### config.mk
export PLATFORM = sky130hd
export DESIGN_NAME = iomem_bus_ctrl_flat
export DESIGN_NICKNAME = d
export VERILOG_FILES = /design/src/rtl/iomem_bus_ctrl_pkg.sv /design/src/rtl/iomem_bus_ctrl_if.sv /design/src/rtl/iomem_bus_ctrl_watchdog.sv /design/src/rtl/iomem_bus_ctrl.sv /design/src/flat_wrapper.sv
export SDC_FILE = /design/constraint.sdc
export NUM_CORES = 1
export LEC_CHECK = 0
export CORE_AREA = 5 5 174 176
export DETAILED_ROUTE_END_ITERATION = 7
export DIE_AREA = 0 0 179 181
export GPL_TIMING_DRIVEN = 0
export PLACE_DENSITY = 0.66
export SYNTH_ARGS = -nofsm -noshare
export SYNTH_HDL_FRONTEND = slang
export SYNTH_SLANG_ARGS = --single-unit
### constraint.sdc
create_clock -name clk -period 1.9 [get_ports clk]
set_input_delay 0.285 -clock clk [delete_from_list [all_inputs] [get_ports clk]]
set_output_delay 0.285 -clock clk [all_outputs]
set_load 0.05 [all_outputs]
### src/rtl/iomem_bus_ctrl_pkg.sv
// Shared types for the iomem sequencer: FSM state encoding, error word, page map.
// Latency: n/a (declarations only).
// Backpressure: n/a.
package iomem_bus_ctrl_pkg;

   typedef enum logic [1:0] {
      ST_IDLE   = 2'd0,
      ST_ACCESS = 2'd1,
      ST_RESP   = 2'd2
   } state_t;

   // Word returned to the CPU on an unmapped or hung access.
   localparam logic [31:0] ERR_DATA_DEFAULT = 32'hDEADBEEF;

   // addr[31:24] page of each fixed peripheral; firmware headers mirror this.
   typedef enum logic [7:0] {
      PAGE_GPIO  = 8'h03,
      PAGE_AUDIO = 8'h04,
      PAGE_VIDEO = 8'h05,
      PAGE_I2C   = 8'h07
   } page_t;

   // Error counter sticks at its maximum instead of wrapping.
   function automatic logic [7:0] err_count_next(input logic [7:0] cnt);
      return (cnt == 8'hFF) ? 8'hFF : cnt + 8'd1;
   endfunction

endpackage

### src/rtl/iomem_bus_ctrl_if.sv
// iomem CPU request/response plus shared peripheral slot bus, bundled as one port.
// Latency: n/a (wires only).
// Backpressure: CPU waits for iomem_ready; slots stall via periph_ready.
// master: CPU + peripheral side (drives requests and slot responses).
// slave : the controller (drives completion, slot select and latched request).
interface iomem_bus_ctrl_if #(
   parameter int NUM_SLOTS = 8
);
   logic                      iomem_valid;
   logic                      iomem_ready;
   logic [3:0]                iomem_wstrb;
   logic [31:0]               iomem_addr;
   logic [31:0]               iomem_wdata;
   logic [31:0]               iomem_rdata;
   logic [NUM_SLOTS-1:0]      periph_sel;
   logic [3:0]                periph_wstrb;
   logic [7:0]                periph_addr;
   logic [31:0]               periph_wdata;
   logic [NUM_SLOTS-1:0]      periph_ready;
   logic [32*NUM_SLOTS-1:0]   periph_rdata;

   modport master (
      output iomem_valid, iomem_wstrb, iomem_addr, iomem_wdata, periph_ready, periph_rdata,
      input  iomem_ready, iomem_rdata, periph_sel, periph_wstrb, periph_addr, periph_wdata
   );

   modport slave (
      input  iomem_valid, iomem_wstrb, iomem_addr, iomem_wdata, periph_ready, periph_rdata,
      output iomem_ready, iomem_rdata, periph_sel, periph_wstrb, periph_addr, periph_wdata
   );
endinterface

### src/rtl/iomem_bus_ctrl_watchdog.sv
// Access watchdog: up-counter cleared outside an access, flags the last allowed wait cycle.
// Latency: expired is combinational from the count; count updates one cycle after enable.
// Backpressure: none; clear has priority over enable.
// Ports: clk, resetn, clear, enable in; expired out.
module iomem_bus_ctrl_watchdog #(
   parameter int TIMEOUT = 255
) (
   input  logic clk,
   input  logic resetn,
   input  logic clear,
   input  logic enable,
   output logic expired
);
   localparam int W = $clog2(TIMEOUT + 1);

   logic [W-1:0] count;

   always_ff @(posedge clk or negedge resetn) begin
      if (!resetn) begin
         count <= '0;
      end else if (clear) begin
         count <= '0;
      end else if (enable) begin
         count <= count + 1'b1;
      end
   end

   // Count starts at 0 on the first wait cycle, so TIMEOUT-1 marks wait cycle number TIMEOUT.
   assign expired = (count == W'(TIMEOUT - 1));

endmodule

### src/rtl/iomem_bus_ctrl.sv
// Decodes iomem_addr[31:24] into a one-hot slot select and holds it until the slot is ready.
// Latency: zero-wait slot completes 2 cycles after valid; unmapped 1 cycle; hung slot TIMEOUT+1.
// Backpressure: CPU is held until iomem_ready; slots stall with periph_ready up to TIMEOUT cycles.
// Ports: clk, resetn, bus (iomem + periph signals, slave view), err_count, err_addr.
module iomem_bus_ctrl
   import iomem_bus_ctrl_pkg::*;
#(
   parameter int          NUM_SLOTS = 8,
   parameter logic [7:0]  BASE_PAGE = PAGE_GPIO,
   parameter int          TIMEOUT   = 255,
   parameter logic [31:0] ERR_DATA  = ERR_DATA_DEFAULT
) (
   input  logic            clk,
   input  logic            resetn,
   iomem_bus_ctrl_if.slave bus,
   output logic [7:0]      err_count,
   output logic [31:0]     err_addr
);

   state_t                state_q;
   state_t                state_d;
   logic [31:0]           addr_q;
   logic [7:0]            page_idx;
   logic                  mapped;
   logic                  accept;
   logic                  hit;
   logic                  expired;
   logic                  wd_clear;
   logic                  wd_enable;
   logic [NUM_SLOTS-1:0]  decode_sel;
   logic [31:0]           slot_rdata;

   // Page offset wraps in 8 bits, so pages below BASE_PAGE land far out of range.
   assign page_idx = bus.iomem_addr[31:24] - BASE_PAGE;
   assign mapped   = (page_idx < 8'(NUM_SLOTS));
   assign accept   = (state_q == ST_IDLE) && bus.iomem_valid && !bus.iomem_ready;

   // Only the selected slot's ready counts; sel is zero outside ACCESS.
   assign hit = |(bus.periph_ready & bus.periph_sel);

   always_comb begin
      decode_sel = '0;
      for (int k = 0; k < NUM_SLOTS; k++) begin
         decode_sel[k] = (page_idx == 8'(k));
      end
   end

   // AND-OR mux keyed by the held one-hot select, so no slot index needs storing.
   always_comb begin
      slot_rdata = '0;
      for (int k = 0; k < NUM_SLOTS; k++) begin
         if (bus.periph_sel[k]) begin
            slot_rdata = slot_rdata | bus.periph_rdata[k*32 +: 32];
         end
      end
   end

   assign wd_clear  = (state_q != ST_ACCESS);
   assign wd_enable = (state_q == ST_ACCESS);

   iomem_bus_ctrl_watchdog #(
      .TIMEOUT (TIMEOUT)
   ) u_watchdog (
      .clk     (clk),
      .resetn  (resetn),
      .clear   (wd_clear),
      .enable  (wd_enable),
      .expired (expired)
   );

   // FSM state register
   always_ff @(posedge clk or negedge resetn) begin
      if (!resetn) begin
         state_q <= ST_IDLE;
      end else begin
         state_q <= state_d;
      end
   end

   // FSM next state
   always_comb begin
      state_d = state_q;
      case (state_q)
         ST_IDLE: begin
            if (accept) begin
               state_d = mapped ? ST_ACCESS : ST_RESP;
            end
         end
         ST_ACCESS: begin
            if (hit || expired) begin
               state_d = ST_RESP;
            end
         end
         ST_RESP: state_d = ST_IDLE;
         default: state_d = ST_IDLE;
      endcase
   end

   // FSM outputs: completion pulse is exactly the single RESP cycle.
   always_comb begin
      bus.iomem_ready = (state_q == ST_RESP);
   end

   // Request latches, slot select, response data and error bookkeeping.
   always_ff @(posedge clk or negedge resetn) begin
      if (!resetn) begin
         addr_q           <= '0;
         bus.periph_sel   <= '0;
         bus.periph_wstrb <= '0;
         bus.periph_addr  <= '0;
         bus.periph_wdata <= '0;
         bus.iomem_rdata  <= '0;
         err_count        <= '0;
         err_addr         <= '0;
      end else begin
         case (state_q)
            ST_IDLE: begin
               if (accept) begin
                  addr_q           <= bus.iomem_addr;
                  bus.periph_addr  <= bus.iomem_addr[7:0];
                  bus.periph_wstrb <= bus.iomem_wstrb;
                  bus.periph_wdata <= bus.iomem_wdata;
                  if (mapped) begin
                     bus.periph_sel <= decode_sel;
                  end else begin
                     bus.iomem_rdata <= ERR_DATA;
                     err_count       <= err_count_next(err_count);
                     err_addr        <= bus.iomem_addr;
                  end
               end
            end
            ST_ACCESS: begin
               // Ready on the last allowed cycle beats the timeout.
               if (hit) begin
                  bus.iomem_rdata <= slot_rdata;
                  bus.periph_sel  <= '0;
               end else if (expired) begin
                  bus.iomem_rdata <= ERR_DATA;
                  bus.periph_sel  <= '0;
                  err_count       <= err_count_next(err_count);
                  err_addr        <= addr_q;
               end
            end
            default: ;
         endcase
      end
   end

endmodule
### src/flat_wrapper.sv
// flat-port wrapper written by rule: the top's interface ports become plain ports
module iomem_bus_ctrl_flat import iomem_bus_ctrl_pkg::*;
#(
   parameter int          NUM_SLOTS = 8,
   parameter logic [7:0]  BASE_PAGE = PAGE_GPIO,
   parameter int          TIMEOUT   = 255,
   parameter logic [31:0] ERR_DATA  = ERR_DATA_DEFAULT
)
  (clk, resetn, err_count, err_addr, bus_iomem_valid, bus_iomem_wstrb, bus_iomem_addr, bus_iomem_wdata, bus_periph_ready, bus_periph_rdata, bus_iomem_ready, bus_iomem_rdata, bus_periph_sel, bus_periph_wstrb, bus_periph_addr, bus_periph_wdata);
  iomem_bus_ctrl_if #(.NUM_SLOTS(NUM_SLOTS)) bus_i ();
  input  logic clk;
  input  logic resetn;
  output logic [7:0] err_count;
  output logic [31:0] err_addr;
  input wire logic [$bits(bus_i.iomem_valid)-1:0] bus_iomem_valid;
  input wire logic [$bits(bus_i.iomem_wstrb)-1:0] bus_iomem_wstrb;
  input wire logic [$bits(bus_i.iomem_addr)-1:0] bus_iomem_addr;
  input wire logic [$bits(bus_i.iomem_wdata)-1:0] bus_iomem_wdata;
  input wire logic [$bits(bus_i.periph_ready)-1:0] bus_periph_ready;
  input wire logic [$bits(bus_i.periph_rdata)-1:0] bus_periph_rdata;
  output wire logic [$bits(bus_i.iomem_ready)-1:0] bus_iomem_ready;
  output wire logic [$bits(bus_i.iomem_rdata)-1:0] bus_iomem_rdata;
  output wire logic [$bits(bus_i.periph_sel)-1:0] bus_periph_sel;
  output wire logic [$bits(bus_i.periph_wstrb)-1:0] bus_periph_wstrb;
  output wire logic [$bits(bus_i.periph_addr)-1:0] bus_periph_addr;
  output wire logic [$bits(bus_i.periph_wdata)-1:0] bus_periph_wdata;
  assign bus_i.iomem_valid = bus_iomem_valid;
  assign bus_i.iomem_wstrb = bus_iomem_wstrb;
  assign bus_i.iomem_addr = bus_iomem_addr;
  assign bus_i.iomem_wdata = bus_iomem_wdata;
  assign bus_i.periph_ready = bus_periph_ready;
  assign bus_i.periph_rdata = bus_periph_rdata;
  assign bus_iomem_ready = bus_i.iomem_ready;
  assign bus_iomem_rdata = bus_i.iomem_rdata;
  assign bus_periph_sel = bus_i.periph_sel;
  assign bus_periph_wstrb = bus_i.periph_wstrb;
  assign bus_periph_addr = bus_i.periph_addr;
  assign bus_periph_wdata = bus_i.periph_wdata;
  iomem_bus_ctrl #(.NUM_SLOTS(NUM_SLOTS), .BASE_PAGE(BASE_PAGE), .TIMEOUT(TIMEOUT), .ERR_DATA(ERR_DATA)) u_core (.clk(clk), .resetn(resetn), .bus(bus_i), .err_count(err_count), .err_addr(err_addr));
endmodule
==> impl_results.md, run 1 <==
* Critical Path AT at 2350 ps
* DRC at 0
* Largest area contributor in the netlist: dfrtp_1
* IO Count at 460
* Clk buf depth at 2
* Fin worst setup slack at -143.0 ps
* Final cell count without fillers at 1,638
* VDD IR max at 0.6894 mV
* Post-layout min period at 2043 ps
* Top cell type's share of synthesized area at 0.4805
* Sink Count at 158
* Placed wire-length estimate at 32,180 µm
* Share of flip-flops with an asynchronous set or reset at 1.000
* Outcome: finished, violations left
* Core Area at 28,470 µm²
* Area contributors post-synth: dfrtp_1 48%, mux2_2 12%, a22oi_1 12%, mux2_4 5.5%, nand2_1 5.1%
* Setup crit end kind: register
* Leak Pwr at 6.190 nW
* EDFF count, synth at 0
* CP max stage cell: dfrtp_2
* P per Cell Area at 843.3 nW/µm²
* Fin. max-slew vios at 0
* Number of global-route vias before repair at 8,977
* Design area at 14,490 µm²
* DRT antenna net count at 0
* Rel. slew slack at 0.3783
* Worst Path Required at 2210 ps
* CTS Root Cell: clkbuf_16
* Number of endpoints failing setup at the final stage at 75
* Final period util at 1.075
* Hold Startpoint: bus_iomem_addr[28]
* R2R Path End: u_core.bus.iomem_rdata[19]$_DFFE_PN0P_
* Area of the die at 32,400 µm²
* Cell area after synthesis at 8229 µm²
* Hold Path Depth at 2
* Drt via density at 5.143
* Post-Route Skew at 15.36 ps
* Worst Tran Pin Value at 932.5 ps
* Placed cell area at 13,370 µm²
* GR Overflow Total at 0
* FF-to-FF path depth at 8
* Drt wl/cell at 25.29 µm
* Clk_lat worst skew at 430 ps
* Hold EP: u_core.addr_q[28]$_DFFE_PN0P_
* PortBufs at 456
* Initial DRC Count at 502
* Fill cells at 2,637
* Initial antenna violation count at 16
* Total GRT Usage at 0.2429
* Rows at 62
* HP Class: in2reg
* R2R Path Start: u_core.bus.periph_sel[2]$_DFFE_PN0P_
* RSZ-0062 raised after global routing: yes
* Most numerous cell in the Yosys netlist: dfrtp_1
* Hold Vio Cnt, Final at 0
* Share of cells above drive strength 1 at 0.2015
* Final net count at 1,567
* Fmax at 489.5 MHz
* Synth unique cells at 41
* Wirelength, routed at 41,420 µm
* Sequential fraction of the synthesis area at 0.4805
* Violated checks: negative setup slack
* Starting Density at 0.2890
* Ys Warns at 0
* Startpoint Class: register
* RD Place Congestion at 0.9092
* Largest net degree at the start of global routing at 98
* Cell count after placement at 1,565
* Hold slack at 258.4 ps
* Syn Area/Cell at 11.37 µm²
* Mapped Nets at 1,062
* Die width at 179 µm
* Die Span Y at 181 µm
* Worst-path maximum fanout at 10
* Ys flop type: dfrtp_1
* Total Power at 12.22 mW
* Drt first pass iters at 5
* Total number of vias at 8,424
* CP Class: reg2reg
* H-Tree Depth at 4
* TritonCTS Buffers at 17
* Max stage delay on crit path at 450 ps
* FF-to-FF setup slack at -140 ps
* Worst-path cell chain: a22o_4 -> a221oi_4 -> and2_4 -> a221o_1 -> buf_6 -> clkinv_8 -> buf_8 -> o22a_1
* Max-cap violations at 0
* First-pass GRT wire length at 57,950 µm
* Post-synth top cells: 158 x dfrtp_1, 128 x a22oi_1, 111 x nand2_1
* Synthesized instance count at 724
* #FFs+latches synth at 158
* Clock Pin Slew Worst Setup and Hold Paths at 70 ps
* CTS tree: built
* Area grow syn2layout at 76.07%
## worst max-delay path, delay by kind of cell (launching register included)
| kind | cells | cell delay (ps) |
|---|---|---|
| AND/OR/NAND/NOR | 1 | 230 |
| buffers and inverters | 3 | 360 |
| AO/OA/AOI/OAI | 4 | 890 |
| flip-flops | 1 | 450 |
## power breakdown
part / internal [mW] / switching, mW / total (mW)
Combinational: 1.91 / 2.48 / 4.39
Sequential: 3.88 / 0.337 / 4.21
Clock: 1.99 / 1.63 / 3.62
## cell usage in the layout, fill, tap and decap left out, types with 6 or more instances in the layout
| cell type | n |
|---|---|
| clkdlybuf4s50_1 | 331 |
| dfrtp_1 | 149 |
| a22oi_1 | 128 |
| nand2_1 | 111 |
| dlygate4sd2_1 | 79 |
| mux2_2 | 71 |
| mux2_4 | 45 |
| dlymetal6s2s_1 | 43 |
| buf_4 | 36 |
| nand4_1 | 34 |
| clkbuf_1 | 26 |
| o22a_1 | 24 |
| clkbuf_16 | 19 |
| diode_2 | 13 |
| nor2_1 | 9 |
| nand3_1 | 9 |
| dfrtp_2 | 9 |
| a22o_1 | 8 |
| buf_6 | 7 |
| buf_2 | 6 |
| buf_1 | 6 |
| buf_12 | 6 |
## area by class of cell
type / instances / area (µm²) / share of cell area
buffer: 61 / 375.4 / 0.02591
sequential: 158 / 3965 / 0.2737
clock buffer: 17 / 425.4 / 0.02936
clock inverter: 14 / 176.4 / 0.01218
tap: 384 / 480.5 / 0.03316
timing repair buffer: 494 / 4966 / 0.3427
inverter: 5 / 31.28 / 0.002159
multi-input combinational: 492 / 4036 / 0.2786
antenna: 13 / 32.53 / 0.002245
## state kept, by name, indices dropped and copies added (netlist names)
signal / cells
u_core.u_watchdog.count: 8
u_core.bus.periph_wstrb: 4
u_core.addr_q: 32
u_core.state_q: 2
u_core.bus.periph_wdata: 32
u_core.bus.iomem_rdata: 32
u_core.bus.periph_sel: 8
u_core.err_addr: 32
u_core.err_count: 8
## worst max-delay path by stage
stage	start	to	slack [ps]	cells past startpoint
floorplan	u_core.bus.periph_sel[0]$_DFFE_PN0P_	u_core.err_addr[10]$_DFFE_PN0P_	-230	8
global placement	resetn	u_core.bus.periph_sel[7]$_DFFE_PN0P_	-7100	1
detailed placement	bus_iomem_addr[31]	u_core.bus.periph_sel[0]$_DFFE_PN0P_	-920	5
CTS	u_core.bus.periph_sel[1]$_DFFE_PN0P_	u_core.bus.iomem_rdata[19]$_DFFE_PN0P_	-160	9
global route	u_core.bus.periph_sel[1]$_DFFE_PN0P_	u_core.err_addr[6]$_DFFE_PN0P_	-200	7
finish	u_core.bus.periph_sel[2]$_DFFE_PN0P_	u_core.bus.iomem_rdata[19]$_DFFE_PN0P_	-140	8
## through the flow
| stage | setup slack [ps] | setup TNS (ps) | util |
|---|---|---|---|
| 4_1_cts | -159.2 | -10100 | 0.5006 |
| 2_1_floorplan | -231.3 | -12950 | - |
| 3_3_place_gp | -7097 | -1118590 | 0.4684 |
| 6_report | -143.0 | -6724 | 0.5089 |
| 3_5_place_dp | -917.2 | -96060 | 0.4695 |
| 5_1_grt | -198.7 | -12150 | 0.5088 |
## kinds of logic (layout without fill, tap and decap cells)
| group | count (synthesis) | in the layout | share of synthesized area |
|---|---|---|---|
| other | 0 | 13 | 0 |
| AO/OA/AOI/OAI | 175 | 175 | 0.1717 |
| flip-flops | 158 | 158 | 0.4805 |
| multiplexers | 116 | 116 | 0.1724 |
| buffers and inverters | 74 | 591 | 0.05078 |
| XOR/XNOR | 8 | 8 | 0.008515 |
| AND/OR/NAND/NOR | 190 | 190 | 0.1116 |
| adder cells (fa/ha/maj) | 3 | 3 | 0.004562 |
## per-layer routing
layer / GRT usage / share of wire
met1: 0.2749 / 0.37
met2: 0.4114 / 0.49
met3: 0.08048 / 0.098
met4: 0.1127 / 0.038
met5: 0 / 0.0010
## timing repair
item | CTS | global route
setup endpoints to repair | 229 | 133
hold buffers | 1 | 0
hold endpoints to repair | 61 | 0
setup buffers | 25 | 17
cloned | 0 | 2
pin swaps | 23 | 9
resized for setup | 127 | 54
No activity file was read; power rests on OpenSTA's default activity.
==> run 2: changes to the inputs <==
--- a/config.mk
+++ b/config.mk
@@ -10,6 +10,7 @@
 export DIE_AREA = 0 0 179 181
 export GPL_TIMING_DRIVEN = 0
 export PLACE_DENSITY = 0.66
+export SKIP_CTS_REPAIR_TIMING = 1
 export SYNTH_ARGS = -nofsm -noshare
 export SYNTH_HDL_FRONTEND = slang
 export SYNTH_SLANG_ARGS = --single-unit
==> run 2 against run 1 <==
Against the previous run: the run still ends with negative setup slack left; setup slack lost 29 ps; maximum frequency shrank 1.4%; sequential cell count is the same; core utilization grew 1.4 points; final area grew 2.7%; combinational power grew 4%; cell count grew 0.31%; first-iteration DRC count grew 5.0%; global-route usage shrank 0.21 points; largest cell class unchanged; largest power group unchanged.
==> impl_results.md, run 2 (synthesis gave the netlist of run 1 again) <==
* Max stage delay on crit path at 410 ps
* Share of cells above drive strength 1 at 0.2101
* Clk buf depth at 2
* Drt first pass iters at 5
* Worst-path maximum fanout at 9
* Total Power at 12.41 mW
* Largest net degree at the start of global routing at 98
* Hold Vio Cnt, Final at 0
* PortBufs at 456
* GR Overflow Total at 0
* Fmax at 482.6 MHz
* Part of the power in registers at 0.340
* Setup crit end kind: register
* Total number of vias at 8,448
* Switching Share at 0.3589
* Rel. slew slack at 0.4070
* P per Cell Area at 834.3 nW/µm²
* Die width at 179 µm
* Most frequent cells in the layout: 332 x clkdlybuf4s50_1, 147 x dfrtp_1, 127 x a22oi_1
* HP Class: in2reg
* Area grow syn2layout at 80.77%
* Number of global-route vias before repair at 8,774
* DRC at 0
* H-Tree Depth at 4
* CP max stage cell: dfrtp_2
* Fin. max-slew vios at 0
* RD Place Congestion at 0.9092
* CP delay by family, top: compound AO/OA/AOI/OAI gates
* Core Area at 28,470 µm²
* VDD IR max at 0.5829 mV
* CP Class: reg2reg
* Starting Density at 0.2890
* First-pass GRT wire length at 57,390 µm
* Total negative slack at -9329 ps
* Fill cells at 2,560
* Internal power at 7.957 mW
* Fin worst setup slack at -171.9 ps
* Wirelength, routed at 41,730 µm
* TritonCTS Buffers at 17
* Rows at 62
* Max-cap violations at 0
* Worst Path Required at 2200 ps
* CTS tree: built
* Number of endpoints failing setup at the final stage at 74
* RSZ-0062 raised after global routing: yes
* Total GRT Usage at 0.2408
* Final net count at 1,573
* Clock Pin Slew Worst Setup and Hold Paths at 70 ps
* Final period util at 1.090
* Outcome: finished, violations left
* Design area at 14,880 µm²
* Post-layout min period at 2072 ps
* Combinational Power Share at 0.368
* Post-Route Skew at 14.96 ps
* Placed wire-length estimate at 32,180 µm
* Die Span Y at 181 µm
* Initial antenna violation count at 16
* Drt via density at 5.142
* Placed cell area at 13,370 µm²
* Sink Count at 158
* Buf/Inv on CP at 2
* Area of the die at 32,400 µm²
* Worst Tran Pin Value at 889.5 ps
* IO Count at 460
* Net Switching at 4.454 mW
* Clk_lat worst skew at 430 ps
* Leak Pwr at 6.925 nW
* Drt wl/cell at 25.40 µm
* Violated checks: negative setup slack
* CTS Root Cell: clkbuf_16
* Critical Path AT at 2370 ps
* Most common cell after layout, fill and taps aside: clkdlybuf4s50_1
* Dpl ws at -917.2 ps
* Clock power frac at 0.292
* Hold slack at 268.0 ps
* Initial DRC Count at 527
* Startpoint Class: register
* DRT antenna net count at 0
* Worst-path cell chain: buf_6 -> a22o_4 -> a221oi_4 -> nand4_4 -> and2_4 -> clkbuf_16 -> mux2_4
==> run 2: path summary, 6_finish.rpt <==
kind / start / endpoint / slack [ps] / cells past startpoint
worst max-delay path: u_core.bus.periph_sel[5]$_DFFE_PN0P_ / u_core.err_addr[10]$_DFFE_PN0P_ / -170 / 7
worst min-delay path: bus_iomem_addr[28] / u_core.addr_q[28]$_DFFE_PN0P_ / 270 / 2
worst max register to register: u_core.bus.periph_sel[5]$_DFFE_PN0P_ / u_core.err_addr[10]$_DFFE_PN0P_ / -170 / 7
worst min register to register: u_core.u_watchdog.count[0]$_DFF_PN0_ / u_core.u_watchdog.count[0]$_DFF_PN0_ / 480 / 1
max in group asynchronous: resetn / u_core.bus.periph_sel[2]$_DFFE_PN0P_ / 550 / 3
min in group asynchronous: resetn / u_core.bus.periph_wdata[30]$_DFFE_PN0P_ / 370 / 2
==> run 2: layer usage <==
layer | up-vias | track usage | wire, µm
met3 | 84 | 0.07651 | 3834
li1 | 3745 | - | -
met2 | 450 | 0.4098 | 20600
met4 | 8 | 0.1053 | 1583
met5 | - | 0 | 46
met1 | 4161 | 0.2756 | 15660
==> run 2: layout make-up <==
type / count / area, µm² / share of cell area
Clock inverter: 14 / 176.4 / 0.01186
Antenna cell: 12 / 30.03 / 0.002019
Clock buffer: 17 / 425.4 / 0.02860
Buffer: 67 / 447.9 / 0.03011
Sequential cell: 158 / 3968 / 0.2667
Inverter: 5 / 23.77 / 0.001598
Tap cell: 384 / 480.5 / 0.03230
Timing Repair Buffer: 494 / 5281 / 0.3550
Multi-Input combinational cell: 492 / 4043 / 0.2718
==> run 2: power by group through the flow <==
stage | Combinational [mW] | Sequential [mW] | Clock (mW)
2_1_floorplan | 1.18 | 5.55 | 0
3_3_place_gp | 4.40 | 4.26 | 0
3_5_place_dp | 4.44 | 4.28 | 0
4_1_cts | 4.45 | 4.23 | 3.69
5_1_grt | 4.78 | 4.29 | 3.83
6_report | 4.57 | 4.21 | 3.63
==> run 2: through the flow <==
stage          std cells    util
4_1_cts             1596  0.4907
3_3_place_gp        1564  0.4684
2_1_floorplan        724       -
6_report            1643  0.5225
5_1_grt             1643  0.5225
3_5_place_dp        1565  0.4695
==> run 3: changes to the inputs <==
--- a/config.mk
+++ b/config.mk
@@ -10,6 +10,7 @@
 export DIE_AREA = 0 0 179 181
 export GPL_TIMING_DRIVEN = 0
 export PLACE_DENSITY = 0.66
+export REMOVE_ABC_BUFFERS = 1
 export SKIP_CTS_REPAIR_TIMING = 1
 export SYNTH_ARGS = -nofsm -noshare
 export SYNTH_HDL_FRONTEND = slang
==> run 3 against run 2 <==
Against the previous run: the run still ends with negative setup slack left; sequential share of layout area is 0.29 points higher; cell count is 2.3% lower; largest cell class unchanged; critical path depth stayed put; global-route usage is 3.8 points lower; largest power group unchanged.
==> impl_results.md, run 3 (synthesis gave the netlist of run 1 again) <==
* Worst Tran Pin Value at 736.9 ps
* Most frequent cells in the layout: 331 x clkdlybuf4s50_1, 147 x dfrtp_1, 128 x a22oi_1
* Drt via density at 5.082
* Leak Pwr at 6.805 nW
* Drt wl/cell at 24.09 µm
* Initial DRC Count at 419
* Area grow syn2layout at 79.70%
* Core Area at 28,470 µm²
* Critical Path AT at 2520 ps
* Global routing's busiest layer: met2
* Fin worst setup slack at -309.4 ps
* Final cell count without fillers at 1,605
* Initial antenna violation count at 9
* Rel. slew slack at 0.5069
* Most used cell, CP: buf_12
* Max stage delay on crit path at 540 ps
* CP delay by family, top: flip-flops
* RSZ-0062 raised after global routing: yes
* Total number of vias at 8,157
* VDD IR max at 0.6134 mV
* Buf/Inv on CP at 2
* Final period util at 1.163
* Hold Vio Cnt, Final at 0
* Setup crit end kind: register
* Total negative slack at -15,330 ps
* Wirelength, routed at 38,670 µm
* RD Place Congestion at 0.8690
* Worst path depth at 7
* Number of global-route vias before repair at 8,087
* CTS tree: built
* GR Overflow Total at 0
* Cell count after placement at 1,506
* DRT antenna net count at 0
* Fill cells at 2,548
* Largest net degree at the start of global routing at 109
* Multi-input gate area at 4010 µm²
* Total GRT Usage at 0.2028
* First-pass GRT wire length at 49,960 µm
* Worst-path maximum fanout at 8
* IO Count at 460
* CP Capture Point: u_core.err_addr[7]$_DFFE_PN0P_
* DRC at 0
* Worst-path cell chain: a22o_4 -> a221oi_4 -> buf_12 -> buf_12 -> nand4_4 -> and2_4 -> mux2_4
* Fmax at 452.6 MHz
* Clk_lat worst skew at 430 ps
* CP max stage cell: dfrtp_4
* Startpoint Class: register
* CP startpoint: u_core.bus.periph_sel[0]$_DFFE_PN0P_
* Post-Route Skew at 17.10 ps
* CP Class: reg2reg
* Clock Pin Slew Worst Setup and Hold Paths at 70 ps
* Area of the die at 32,400 µm²
* PortBufs at 459
* Finished Core Util at 0.5194
* Rows at 62
* Grt met2 use at 0.3447
* FF-to-FF setup slack at -310 ps
* Share of cells above drive strength 1 at 0.2138
* Die width at 179 µm
* GR Layer Usage met1 at 0.2302
* Clk buf depth at 2
* Drt first pass iters at 5
* Number of endpoints failing setup at the final stage at 80
* Net Switching at 4.240 mW
* Most common cell after layout, fill and taps aside: clkdlybuf4s50_1
* GR Util met3 at 0.08027
* P per Cell Area at 810.2 nW/µm²
* Part of the power in registers at 0.352
* Switching Share at 0.3539
* CTS Root Cell: clkbuf_16
* Register area at 3988 µm²
* Worst Path Required at 2210 ps
* Outcome: finished, violations left
* Final net count at 1,542
* FF-to-FF path depth at 7
* Combinational Power Share at 0.367
* Fin. max-slew vios at 0
* R2R Path End: u_core.err_addr[7]$_DFFE_PN0P_
* Internal power at 7.741 mW
* Sink Count at 158
* Post-layout min period at 2209 ps
* H-Tree Depth at 4
* TritonCTS Buffers at 17
* Violated checks: negative setup slack
* HP Class: in2reg
* Clock power frac at 0.281
* Starting Density at 0.2890
* Placed wire-length estimate at 25,550 µm
* Max-cap violations at 0
* R2R Path Start: u_core.bus.periph_sel[0]$_DFFE_PN0P_
* Die Span Y at 181 µm
-- run 3: final cells by class --
type | count | share of cell area
tap | 384 | 0.03249
sequential | 158 | 0.2697
clock inverter | 13 | 0.008715
timing repair buffer | 524 | 0.3857
inverter | 5 | 0.001777
multi-input combinational | 498 | 0.2712
clock buffer | 18 | 0.02970
antenna | 5 | 0.0008461
-- run 3: power by group through the flow --
stage	logic [mW]	clock network, mW	registers [mW]
after floorplan	0.930	0	5.69
after global placement	4.26	0	4.28
after detailed placement	4.30	0	4.30
after CTS	4.32	3.49	4.25
after global routing	4.61	3.66	4.29
final	4.40	3.37	4.22
-- run 3: metrics by stage --
stage	cell area [µm²]	setup slack, ps	hold WS [ps]	power (mW)
2_1_floorplan	7835	-2441	-10.59	6.616
3_3_place_gp	12910	-6410	486.7	8.538
3_5_place_dp	13080	-1286	224.8	8.598
4_1_cts	13650	-1280	-246.9	12.06
5_1_grt	14790	-368.8	251.7	12.57
6_report	14790	-309.4	255.4	11.98
-- run 3: worst min-delay path by stage --
| stage | from | depth (start not counted) | slack [ps] | to |
|---|---|---|---|---|
| 4_1_cts | resetn | 1 | -250 | u_core.bus.periph_wstrb[3]$_DFFE_PN0P_ |
| 3_3_place_gp | u_core.bus.iomem_rdata[22]$_DFFE_PN0P_ | 1 | 490 | u_core.bus.iomem_rdata[22]$_DFFE_PN0P_ |
| 6_report | bus_iomem_addr[31] | 2 | 260 | u_core.addr_q[31]$_DFFE_PN0P_ |
| 3_5_place_dp | resetn | 1 | 220 | u_core.bus.periph_wstrb[3]$_DFFE_PN0P_ |
| 2_1_floorplan | resetn | 0 | -10 | u_core.addr_q[0]$_DFFE_PN0P_ |
| 5_1_grt | bus_iomem_addr[31] | 2 | 250 | u_core.addr_q[31]$_DFFE_PN0P_ |
-- run 3: metal layers --
layer	up-vias	share of wire
li1	3685	-
met3	77	0.094
met5	-	0.0012
met2	396	0.51
met4	8	0.028
met1	3991	0.37
